--- src/rtl/cpu_pkg.sv ---
// Shared CPU front-end definitions: bubble word, reset vector and fetch FSM states.
package cpu_pkg;

    localparam logic [31:0] NOP_WORD         = 32'h0000_0000;
    localparam logic [31:0] RESET_PC_DEFAULT = 32'h0000_0000;

    typedef enum logic [1:0] {
        FETCH = 2'd0,
        WAIT  = 2'd1,
        DRAIN = 2'd2
    } fetch_state_e;

endpackage

--- src/rtl/fetch_unit_if.sv ---
// Instruction-memory request/response bus between the fetch unit and imem.
interface fetch_unit_if;

    logic        imem_req;
    logic [31:0] imem_addr;
    logic        imem_ready;
    logic        imem_rvalid;
    logic [31:0] imem_rdata;

    modport master (
        output imem_req, imem_addr,
        input  imem_ready, imem_rvalid, imem_rdata
    );

    modport slave (
        input  imem_req, imem_addr,
        output imem_ready, imem_rvalid, imem_rdata
    );

endinterface

--- src/rtl/fetch_buffer.sv ---
// One-entry skid buffer holding a fetched instruction and its PC+4 for decode.
module fetch_buffer import cpu_pkg::*; #(
    parameter logic [31:0] NOP_INSTR = NOP_WORD
) (
    input  logic        clk,
    input  logic        rst,
    input  logic        load,
    input  logic        consume,
    input  logic        flush,
    input  logic [31:0] load_data,
    input  logic [31:0] load_pc,
    output logic [31:0] data,
    output logic [31:0] pc,
    output logic        valid
);

    // Flush beats refill, refill beats consume, so a same-edge refill keeps the entry valid.
    always_ff @(posedge clk or negedge rst) begin
        if (!rst) begin
            valid <= 1'b0;
            data  <= NOP_INSTR;
            pc    <= 32'h0;
        end else if (flush) begin
            valid <= 1'b0;
        end else if (load) begin
            valid <= 1'b1;
            data  <= load_data;
            pc    <= load_pc;
        end else if (consume) begin
            valid <= 1'b0;
        end
    end

endmodule

--- src/rtl/fetch_unit.sv ---
// Instruction fetch: single outstanding imem request, one-entry buffer feeding the FD register.
module fetch_unit import cpu_pkg::*; #(
    parameter logic [31:0] RESET_PC  = RESET_PC_DEFAULT,
    parameter logic [31:0] NOP_INSTR = NOP_WORD
) (
    input  logic                clk,
    input  logic                rst,
    input  logic                stall,
    input  logic                redirect_valid,
    input  logic [31:0]         redirect_pc,
    fetch_unit_if.master        imem,
    output logic                fd_load_enable,
    output logic [31:0]         fd_pc_value_next,
    output logic [31:0]         fd_instruction
);

    fetch_state_e state, state_nxt;
    logic [31:0]  pc, fetch_addr;
    logic         buf_valid;
    logic [31:0]  buf_data, buf_pc;
    logic         consume, accept, load;

    assign consume = buf_valid && !stall;

    // Only request when the response will have somewhere to land; masked in reset.
    assign imem.imem_req  = rst && (state == FETCH) && (!buf_valid || consume);
    assign imem.imem_addr = pc;
    assign accept         = imem.imem_req && imem.imem_ready;
    assign load           = (state == WAIT) && imem.imem_rvalid && !redirect_valid;

    always_comb begin
        state_nxt = state;
        case (state)
            FETCH:   if (accept) state_nxt = redirect_valid ? DRAIN : WAIT;
            WAIT:    if (imem.imem_rvalid) state_nxt = FETCH;
                     else if (redirect_valid) state_nxt = DRAIN;
            DRAIN:   if (imem.imem_rvalid) state_nxt = FETCH;
            default: state_nxt = FETCH;
        endcase
    end

    always_ff @(posedge clk or negedge rst) begin
        if (!rst) begin
            state      <= FETCH;
            pc         <= RESET_PC;
            fetch_addr <= RESET_PC;
        end else begin
            state <= state_nxt;
            if (accept) fetch_addr <= pc;
            if (redirect_valid) pc <= redirect_pc & 32'hFFFF_FFFC;
            else if (accept)    pc <= pc + 32'd4;
        end
    end

    fetch_buffer #(.NOP_INSTR(NOP_INSTR)) u_buf (
        .clk       (clk),
        .rst       (rst),
        .load      (load),
        .consume   (consume),
        .flush     (redirect_valid),
        .load_data (imem.imem_rdata),
        .load_pc   (fetch_addr + 32'd4),
        .data      (buf_data),
        .pc        (buf_pc),
        .valid     (buf_valid)
    );

    assign fd_load_enable   = !stall;
    assign fd_instruction   = buf_valid ? buf_data : NOP_INSTR;
    assign fd_pc_value_next = buf_valid ? buf_pc   : 32'h0;

endmodule

--- src/flat_wrapper.sv ---
// flat-port wrapper written by rule: the top's interface ports become plain ports
module fetch_unit_flat import cpu_pkg::*;
#(
    parameter logic [31:0] RESET_PC  = RESET_PC_DEFAULT,
    parameter logic [31:0] NOP_INSTR = NOP_WORD
)
  (clk, rst, stall, redirect_valid, redirect_pc, fd_load_enable, fd_pc_value_next, fd_instruction, imem_imem_req, imem_imem_addr, imem_imem_ready, imem_imem_rvalid, imem_imem_rdata);
  fetch_unit_if imem_i ();
  input  logic clk;
  input  logic rst;
  input  logic stall;
  input  logic redirect_valid;
  input  logic [31:0] redirect_pc;
  output logic fd_load_enable;
  output logic [31:0] fd_pc_value_next;
  output logic [31:0] fd_instruction;
  output wire logic [$bits(imem_i.imem_req)-1:0] imem_imem_req;
  output wire logic [$bits(imem_i.imem_addr)-1:0] imem_imem_addr;
  input wire logic [$bits(imem_i.imem_ready)-1:0] imem_imem_ready;
  input wire logic [$bits(imem_i.imem_rvalid)-1:0] imem_imem_rvalid;
  input wire logic [$bits(imem_i.imem_rdata)-1:0] imem_imem_rdata;
  assign imem_imem_req = imem_i.imem_req;
  assign imem_imem_addr = imem_i.imem_addr;
  assign imem_i.imem_ready = imem_imem_ready;
  assign imem_i.imem_rvalid = imem_imem_rvalid;
  assign imem_i.imem_rdata = imem_imem_rdata;
  fetch_unit #(.RESET_PC(RESET_PC), .NOP_INSTR(NOP_INSTR)) u_core (.clk(clk), .rst(rst), .stall(stall), .redirect_valid(redirect_valid), .redirect_pc(redirect_pc), .imem(imem_i), .fd_load_enable(fd_load_enable), .fd_pc_value_next(fd_pc_value_next), .fd_instruction(fd_instruction));
endmodule
--- config.mk ---
export PLATFORM = sky130hd
export DESIGN_NAME = fetch_unit_flat
export DESIGN_NICKNAME = d
export VERILOG_FILES = /design/src/rtl/cpu_pkg.sv /design/src/rtl/fetch_unit_if.sv /design/src/rtl/fetch_buffer.sv /design/src/rtl/fetch_unit.sv /design/src/flat_wrapper.sv
export SDC_FILE = /design/constraint.sdc
export NUM_CORES = 1
export LEC_CHECK = 0
export ABC_AREA = 0
export BUFFER_PORTS_ARGS = -buffer_cell sky130_fd_sc_hd__buf_2
export CAP_MARGIN = 15
export CORE_ASPECT_RATIO = 1.2
export CORE_MARGIN = 5
export CORE_UTILIZATION = 58
export DETAILED_ROUTE_END_ITERATION = 6
export PLACE_DENSITY = 0.87
export SYNTH_ARGS = -nofsm -noshare
export SYNTH_HDL_FRONTEND = slang
export SYNTH_HIERARCHICAL = 1
export SYNTH_SLANG_ARGS = --single-unit
--- constraint.sdc ---
create_clock -name clk -period 6.1 [get_ports clk]
set_clock_uncertainty 0.2 [all_clocks]
set_input_delay 0.61 -clock clk [delete_from_list [all_inputs] [get_ports clk]]
set_output_delay 0.61 -clock clk [all_outputs]
set_load 0.03 [all_outputs]
; After elaboration in Yosys (flattened, before gate mapping)
; Cells that the tools add are included.
[totals]
in_bits = 70
ff_bits = 131
elab_cells = 42
out_inout_bits = 98
[classes]
muxes = 13
n_addsub = 2
n_eq_ne = 5
n_reduce_logical = 15
n_bitwise = 1
[ops]
columns = op, count
row1 = 32-bit 2-to-1 mux, 4
row2 = 32-bit by 3-bit adder with 32-bit output (second input constant), 2
row3 = 2-bit 2-to-1 mux, 5
row4 = 1-bit logical AND, 6
row5 = 2-bit one-hot mux with 3 select lines, 1
row6 = 1-bit logical NOT, 3
row7 = 1-bit 2-to-1 mux, 3
row8 = 3-bit inequality test (second input constant), 1
row9 = 3-bit AND reduction, 1
row10 = 3-bit nonzero test, 1
row11 = 2-bit by 1-bit == test with 1-bit output (second input constant), 1
row12 = 2-bit == test (second input constant), 1
row13 = 2-bit logical NOT, 1
row14 = 2-bit by 1-bit inequality test with 1-bit output (second input constant), 1
row15 = 2-bit inequality test (second input constant), 1
row16 = 2-bit AND reduction, 1
row17 = 2-bit nonzero test, 1
row18 = 1-bit logical OR, 1
row19 = 1-bit NOT, 1

; Longest topological paths before layout
; Gate-level depths: netlist of the first run.
[logic_depth]
depth_word = 7
mapped_depth = 6
ltp_nobuf = 6

; Hierarchy
; Netlist of the first run, hierarchy kept.
[modules_own_cells]
columns = module, seq_area_each_um2, area_each_um2, n_inst, cells_per_inst
row1 = fetch_unit, 1551.5, 4115.2, 1, 458
row2 = fetch_buffer, 1626.6, 2741.4, 1, 140

; Worst setup path before layout of the first run
; No wires, ideal clock.
[synth_timing]
kind = reg-to-reg
from = register u_core.pc[2], in the netlist u_core/imem.imem_addr[2]
to = register u_core.pc[28], in the netlist u_core/imem.imem_addr[28]
t_required_ps = 5831
path_buffers = 0
setup_time_ps = 69
arrival_ps = 1929
synth_period_minus_slack_ps = 2198
path_stages_with_launch = 6
setup_slack_ps = 3902
path_cell_list = dfrtp_1 ha_1 and4_1 nand3_1 or4b_2 nand3_1
[synth_via]
elab_chain_cells = 3
[synth_rtl]
columns = element, line_no
row1 = from (decl), fetch_unit.sv:18  ; logic [31:0] pc, fetch_addr;
row2 = from (signal assigned), fetch_unit.sv:50  ; if (redirect_valid) pc <= redirect_pc & 32'hFFFF_FFFC;
row3 = from (signal assigned), fetch_unit.sv:51  ; else if (accept) pc <= pc + 32'd4;
row4 = 32-bit by 3-bit adder with 32-bit output, fetch_unit.sv:51
row5 = 32-bit 2-to-1 mux, fetch_unit.sv:51
row6 = 32-bit 2-to-1 mux, fetch_unit.sv:50
; Every way passes these cells. The select of a mux whose other input is x is not followed.
; A chain may end at the register's enable or synchronous reset.

; Worst setup path in the final report of the first run
[layout_timing]
from = input redirect_valid
to = register u_core.u_buf.data[31]
[layout_via]
elab_chain_cells = 3
elab_cells_between_ends = 4
cone_classes = bitwise (1) / reduce/logical (3)
[layout_rtl]
columns = element, line_no
row1 = from (decl), flat_wrapper.sv:12  ; input logic redirect_valid;
row2 = 1-bit logical NOT, fetch_unit.sv:29  ; assign load = (state == WAIT) && imem.imem_rvalid && !redirect_valid;
row3 = 1-bit logical AND, fetch_unit.sv:29
row4 = via u_core.load, fetch_unit.sv:21  ; logic consume, accept, load;
row5 = 2-bit AND reduction (no line), n/a
row6 = to (signal assigned), fetch_buffer.sv:27  ; data <= load_data;
row7 = to (decl), fetch_buffer.sv:12  ; output logic [31:0] data,
; The timed path passes the listed nets, and every way through them passes these cells.

==> results of run 1 <==
==> critical path, stage by stage <==
cell	delay (ns)
buf_2	0.30
inv_2	0.52
and3_1	0.29
nor2b_4	0.17
buf_4	0.57
mux2_2	0.40
==> metrics by stage <==
stage	hold WS [ns]	worst slack, ns
floorplan	0.114	3.90
global placement	0.283	2.98
detailed placement	0.286	2.89
CTS	0.0570	3.30
global route	0.0881	3.09
finish	0.0441	3.28
==> synthesized netlist by cell type, types with 8 or more instances <==
| cell type | number | share of area [%] |
|---|---|---|
| nor2_1 | 25 | 1.4 |
| nand2_1 | 35 | 1.9 |
| inv_1 | 8 | 0.44 |
| o21ai_0 | 18 | 1.3 |
| dfrtp_1 | 127 | 46 |
| a31oi_1 | 17 | 1.6 |
| or4_1 | 13 | 1.4 |
| and2_1 | 70 | 6.4 |
| mux2_4 | 60 | 13 |
| xnor2_1 | 26 | 3.3 |
| o31ai_1 | 14 | 1.5 |
| mux2_2 | 31 | 5.1 |
| nand3_1 | 30 | 2.2 |
| and3_1 | 11 | 1.0 |
| clkbuf_1 | 16 | 0.88 |
| xor2_1 | 9 | 1.1 |
| nand4_1 | 15 | 1.4 |
==> cells by family (layout without fill, tap and decap cells) <==
logic type | Yosys count | count (layout) | synth area share (%)
muxes | 92 | 92 | 18.4
other | 1 | 4 | 0.0547
buffers and inverters | 39 | 208 | 4.11
AOI/OAI and AO/OA | 61 | 61 | 5.69
adders and majority gates | 2 | 2 | 0.365
DFF | 127 | 127 | 46.4
and+or+nand+nor | 241 | 241 | 20.6
xor gates and xnor gates | 35 | 35 | 4.47
==> final cells by class <==
class | count | area [sq um] | area share [%]
multi-input combinational | 435 | 3410 | 41.5
sequential | 127 | 3180 | 38.7
timing repair buffer | 168 | 856 | 10.4
clock buffer | 23 | 468 | 5.70
tap | 157 | 196 | 2.39
clock inverter | 8 | 65.1 | 0.793
inverter | 9 | 33.8 | 0.412
==> power breakdown <==
group / internal (mW) / leakage [nW] / total, mW / switching (mW)
Sequential: 1.05 / 1.56 / 1.23 / 0.179
Clock: 0.573 / 0.270 / 0.901 / 0.328
Combinational: 0.315 / 2.05 / 0.552 / 0.237
==> flip-flops by register name (all words and copies together) (netlist names) <==
name and cells:
u_core/fetch_addr 30, u_core/imem.imem_addr 30, u_core/state 2, u_core/u_buf/data 32, u_core/u_buf/pc 32, u_core/u_buf/valid 1
==> cell usage in the layout, fill, tap and decap left out, drive strengths merged, types with 9 or more instances in the layout <==
cell,count
and2,70
nand4,16
clkbuf,23
o31ai,14
inv,9
nand2,35
xnor2,26
mux2,91
o21ai,18
a31oi,17
nand3,31
dfrtp,127
nor2,25
and3,12
buf,168
or4,15
xor2,9
==> metal layers <==
| layer | routed length [microns] | global-route usage [%] | vias up | part of all wire (%) |
|---|---|---|---|---|
| li1 | - | - | 2449 | - |
| met1 | 6530 | 28.8 | 2537 | 41 |
| met2 | 8040 | 39.4 | 248 | 50 |
| met3 | 1160 | 4.33 | 28 | 7.2 |
| met4 | 309 | 8.88 | 0 | 1.9 |
| met5 | 0 | 0 | - | 0 |
==> path summary, 6_finish.rpt <==
kind	from	end	slack (ns)	cells after the start
max in group asynchronous	rst	u_core/u_buf/pc[24]$_DFFE_PN0P_	4.22	2
setup reg to reg	u_core/u_buf/valid$_DFFE_PN0P_	u_core/imem.imem_addr[28]$_DFFE_PN0P_	3.32	5
min in group clk	redirect_pc[5]	u_core/imem.imem_addr[5]$_DFFE_PN0P_	0.22	3
hold / removal	rst	u_core/u_buf/pc[0]$_DFFE_PN0P_	0.04	1
hold reg to reg	u_core/u_buf/pc[31]$_DFFE_PN0P_	u_core/u_buf/pc[31]$_DFFE_PN0P_	0.30	1
setup / recovery	redirect_valid	u_core/u_buf/data[31]$_DFFE_PN0P_	3.28	6
==> metrics.csv, run 1 <==
metric,value,unit
Finished Layout Cells,927,
Syn. warnings,6,
Die Ht,129,microns
WS Path Type,in -> reg,
final setup fails,0,
RSZ-0062 raised after global routing,false,
ANT cells,0,
final global-route overflow total,0,
vias in the first global route,5291,
largest net degree at the start of global routing,78,
crit path capture type,register,
Vias/cell,5.68,
ys flop type,dfrtp_1,
Max IR drop VDD,0.187,mV
final HPWL from detailed placement,11.3,mm
relative slew slack,36.2,%
Via Count,5262,
ys async rst share,100,%
CP Data Arrival Time,2.90,ns
layout net count,830,
critical path launch point type,input port,
max-cap violations,0,
CTS tree,done,
effective utilization at floorplan,59.3,%
post_cts resized,0,
Max Slew Vio Count,0,
CTS Root Cell,clkbuf_16,
I/O pins,168,
GP Congestion,0.850,
post-route antenna net violation count,0,
# H-tree levels,4,
Slew @ Worst Pin,0.957,ns
Post-Syn Instances,598,
CORE AREA,11600,sq um
Synth Cell Area,6860,sq um
Die W,109,microns
period utilization,46.3,%
Fmax,0.354,GHz
# port buffers,163,
Pleak,3.88,nW
sequential share of the synthesized area,46.4,%
Placed Area,7670,sq um
Tmin final,2.82,ns
"Clk pin slew, worst setup/hold paths",0.05,ns
"wirelength, routed",16.0,mm
crit path max fanout,40,
Layout fillers,830,
initial antenna violation count,0,
proportion of layout cells with a drive suffix above 1,39.2,%
Post-synth EDFFs,0,
placed cell count,896,
final core occ,70.9,%
number of setup buffers added after CTS,0,
die area,14100,sq um
post-layout instance area,8210,sq um
first-pass GRT wire length,25.7,mm
clock tree buffer depth,2,
CTS Sinks,127,
total power,2.68,mW
Routed WL per cell,17.3,microns
Hold Path Class,in -> async,
status,finished clean,
Fin Setup TNS,0,ns
"Hold Vio Cnt, Final",0,
Cell variety after synth,53,
CTS buffer count,17,
DRC violations left,0,
Syn Area/Cell,11.5,sq um
Critical Path RT,6.18,ns
First DRT Iteration DRCs,361,
pwr dens,327,nW/um^2
hold-fix buffers at CTS,0,
# rows,43,
clock latency on the worst-skew pair,0.40,ns
gr usage total,23.0,%
drt first pass iters,5,
post-synthesis register bit count,127,
Layout area overhead,19.7,%
Note: power is estimated with default switching activity, not from simulation.
==> run 2: changes to the inputs <==
--- a/config.mk
+++ b/config.mk
@@ -10,9 +10,9 @@
 export CAP_MARGIN = 15
 export CORE_ASPECT_RATIO = 1.2
 export CORE_MARGIN = 5
-export CORE_UTILIZATION = 58
+export CORE_UTILIZATION = 49
 export DETAILED_ROUTE_END_ITERATION = 6
-export PLACE_DENSITY = 0.87
+export PLACE_DENSITY = 0.78
 export SYNTH_ARGS = -nofsm -noshare
 export SYNTH_HDL_FRONTEND = slang
 export SYNTH_HIERARCHICAL = 1
==> constraint.sdc (replaced) <==
create_clock -name clk -period 2.3 [get_ports clk]
set_clock_uncertainty 0.2 [all_clocks]
set_input_delay 0.23 -clock clk [delete_from_list [all_inputs] [get_ports clk]]
set_output_delay 0.23 -clock clk [all_outputs]
set_load 0.03 [all_outputs]
==> run 2 against run 1 <==
Compared with the run above:
- register-to-register slack worse by 3.2 ns
- first-iteration DRC count is 8.0% higher
- count of clock-buffer cells in the layout decreased by 2
- largest cell class unchanged
- clock power rose to 3.0 times the previous value
- setup slack got worse by 3.2 ns
==> metrics.csv, run 2 (synthesis results as in run 1) <==
metric,value,unit,change
Finished Layout Cells,1028,,was 927
RSZ-0062 raised after global routing,false,,unchanged
clock latency on the worst-skew pair,0.40,ns,about the same
"delay-heaviest family, CP",simple AND/OR/NAND/NOR gates,,was buffers and inverters
crit path to,u_core/imem.imem_addr[30]$_DFFE_PN0P_,,was u_core/u_buf/data[31]$_DFFE_PN0P_
proportion of layout cells with a drive suffix above 1,38.3,%,was 39.2%
Layout area overhead,33.7,%,was 19.7%
"most used cell, CP",nand3_1,,
post-route antenna net violation count,0,,unchanged
# port buffers,163,,unchanged
gr usage total,21.8,%,was 23.0%
CORE AREA,13800,sq um,was 11600 sq um
GP Congestion,0.830,,was 0.850
Routed WL per cell,17.2,microns,was 17.3 microns
Hold Path Class,in -> async,,unchanged
effective utilization at floorplan,49.8,%,was 59.3%
FF-to-FF Start,u_core/state[0]$_DFFE_PN0P_,,was u_core/u_buf/valid$_DFFE_PN0P_
CP Cell Sequence,"dlygate4sd3_1, buf_6, and4_1, nand3_1, buf_4, or4b_2, nand3_1",,"was buf_2, inv_2, and3_1, nor2b_4, buf_4, mux2_2"
I/O pins,168,,unchanged
die area,16500,sq um,was 14100 sq um
r2r setup slk,0.11,ns,was 3.32 ns
crit path buf inv count,3,,unchanged
Pleak,4.30,nW,was 3.88 nW
area occupied by multi-input gates,3410,sq um,unchanged
max-cap violations,0,,unchanged
# rows,47,,was 43
clock tree buffer depth,2,,unchanged
register area,3180,sq um,unchanged
period utilization,96.0,%,
Die W,118,microns,was 109 microns
CTS Root Cell,clkbuf_16,,unchanged
CTS Sinks,127,,unchanged
CTS buffer count,17,,unchanged
Fmax,0.453,GHz,
initial antenna violation count,0,,unchanged
Slew @ Worst Pin,0.586,ns,was 0.957 ns
Tmin final,2.21,ns,
ANT cells,0,,unchanged
First DRT Iteration DRCs,390,,was 361
Via Count,5604,,was 5262
final global-route overflow total,0,,unchanged
first-pass GRT wire length,29.7,mm,was 25.7 mm
Crit. path cell count,7,,was 6
# H-tree levels,4,,unchanged
layout net count,916,,was 830
number of setup buffers added after CTS,0,,unchanged
Vias/cell,5.45,,was 5.68
Critical Path RT,2.44,ns,was 6.18 ns
placed cell count,932,,was 896
relative slew slack,60.6,%,was 36.2%
pwr dens,822,nW/um^2,was 327 nW/um^2
crit path capture type,register,,unchanged
largest net degree at the start of global routing,67,,was 78
critical path launch point type,input port,,unchanged
final setup fails,0,,unchanged
crit path max fanout,16,,was 40
most frequent cells in the layout,"162 x buf_2, 127 x dfrtp_1, 70 x and2_1",,unchanged
vias in the first global route,5804,,was 5291
CP peak stage delay,0.67,ns,was 0.57 ns
"Hold Vio Cnt, Final",0,,unchanged
status,finished clean,,unchanged
final HPWL from detailed placement,12.1,mm,was 11.3 mm
Critical path origin,rst,,was redirect_valid
FF-to-FF path depth,5,,unchanged
DRC violations left,0,,unchanged
Max IR drop VDD,0.464,mV,was 0.187 mV
Layout fillers,1022,,was 830
"wirelength, routed",17.7,mm,was 16.0 mm
"Clk pin slew, worst setup/hold paths",0.06,ns,was 0.05 ns
Die Ht,140,microns,was 129 microns
CP Data Arrival Time,2.34,ns,was 2.90 ns
WS Path Type,in -> reg,,unchanged
slowest stage cell on the critical path,or4b_2,,was buf_4
drt first pass iters,4,,was 5
Regs by FF count,"u_core/u_buf/data: 32 flops, u_core/u_buf/pc: 32 flops",,unchanged
"most common cell after layout, fill and taps aside",buf_2,,unchanged
Reg-to-Reg End,u_core/u_buf/data[0]$_DFFE_PN0P_,,was u_core/imem.imem_addr[28]$_DFFE_PN0P_
Fin Setup TNS,0,ns,unchanged
CTS tree,done,,unchanged
Max Slew Vio Count,0,,unchanged
==> run 2: repair_timing <==
action,4_1_cts,5_1_grt
setup endpoints to repair,0,3
hold buffers,64,0
gates resized for setup,0,1
endpoints found under the hold margin,103,0
==> run 2: cell type report <==
cell class / count / share of cell area (%)
repair buffers: 254 / 18.8
flip-flops and latches: 127 / 34.7
clock buffers: 21 / 5.13
well taps: 171 / 2.33
inverters: 9 / 0.368
multi-input cells: 435 / 37.2
clock inverters: 11 / 1.50
==> run 2: metrics by stage <==
step / worst slack (ns) / cell area [sq um] / util (%) / hold WS (ns) / total power [mW]
after floorplan: 0.102 / 6870 / - / -0.266 / 4.27
after global placement: 0.200 / 7920 / 57.5 / -0.114 / 4.67
after detailed placement: 0.154 / 7920 / 57.5 / -0.108 / 4.77
after CTS: 0.0987 / 9170 / 66.6 / 0.00497 / 7.60
after global routing: 0.00778 / 9170 / 66.6 / 0.00837 / 7.92
final: 0.0916 / 9170 / 66.6 / 0.0127 / 7.54
==> run 2: worst min path at each step <==
stage	slack, ns	end	cells after the start	from
floorplan	-0.27	u_core/fetch_addr[10]$_DFFE_PN0P_	0	rst
global placement	-0.11	u_core/state[1]$_DFFE_PN0P_	1	rst
detailed placement	-0.11	u_core/state[1]$_DFFE_PN0P_	1	rst
CTS	0.005	u_core/imem.imem_addr[8]$_DFFE_PN0P_	2	rst
global route	0.008	u_core/imem.imem_addr[8]$_DFFE_PN0P_	2	rst
finish	0.01	u_core/imem.imem_addr[8]$_DFFE_PN0P_	2	rst
==> run 2: metal layers <==
| layer | track usage [%] | vias up | share of wire [%] |
|---|---|---|---|
| li1 | - | 2625 | - |
| met1 | 27.2 | 2730 | 42 |
| met2 | 37.5 | 226 | 51 |
| met3 | 4.75 | 23 | 5.6 |
| met4 | 7.55 | 0 | 1.7 |
| met5 | 0 | - | 0 |
==> run 2: power by group <==
part	total (mW)	switching, mW	internal [mW]	leakage (nW)
logic	1.60	0.659	0.936	2.44
clock network	2.70	0.920	1.78	0.295
registers	3.24	0.461	2.78	1.56
total	7.54	2.04	5.50	4.30
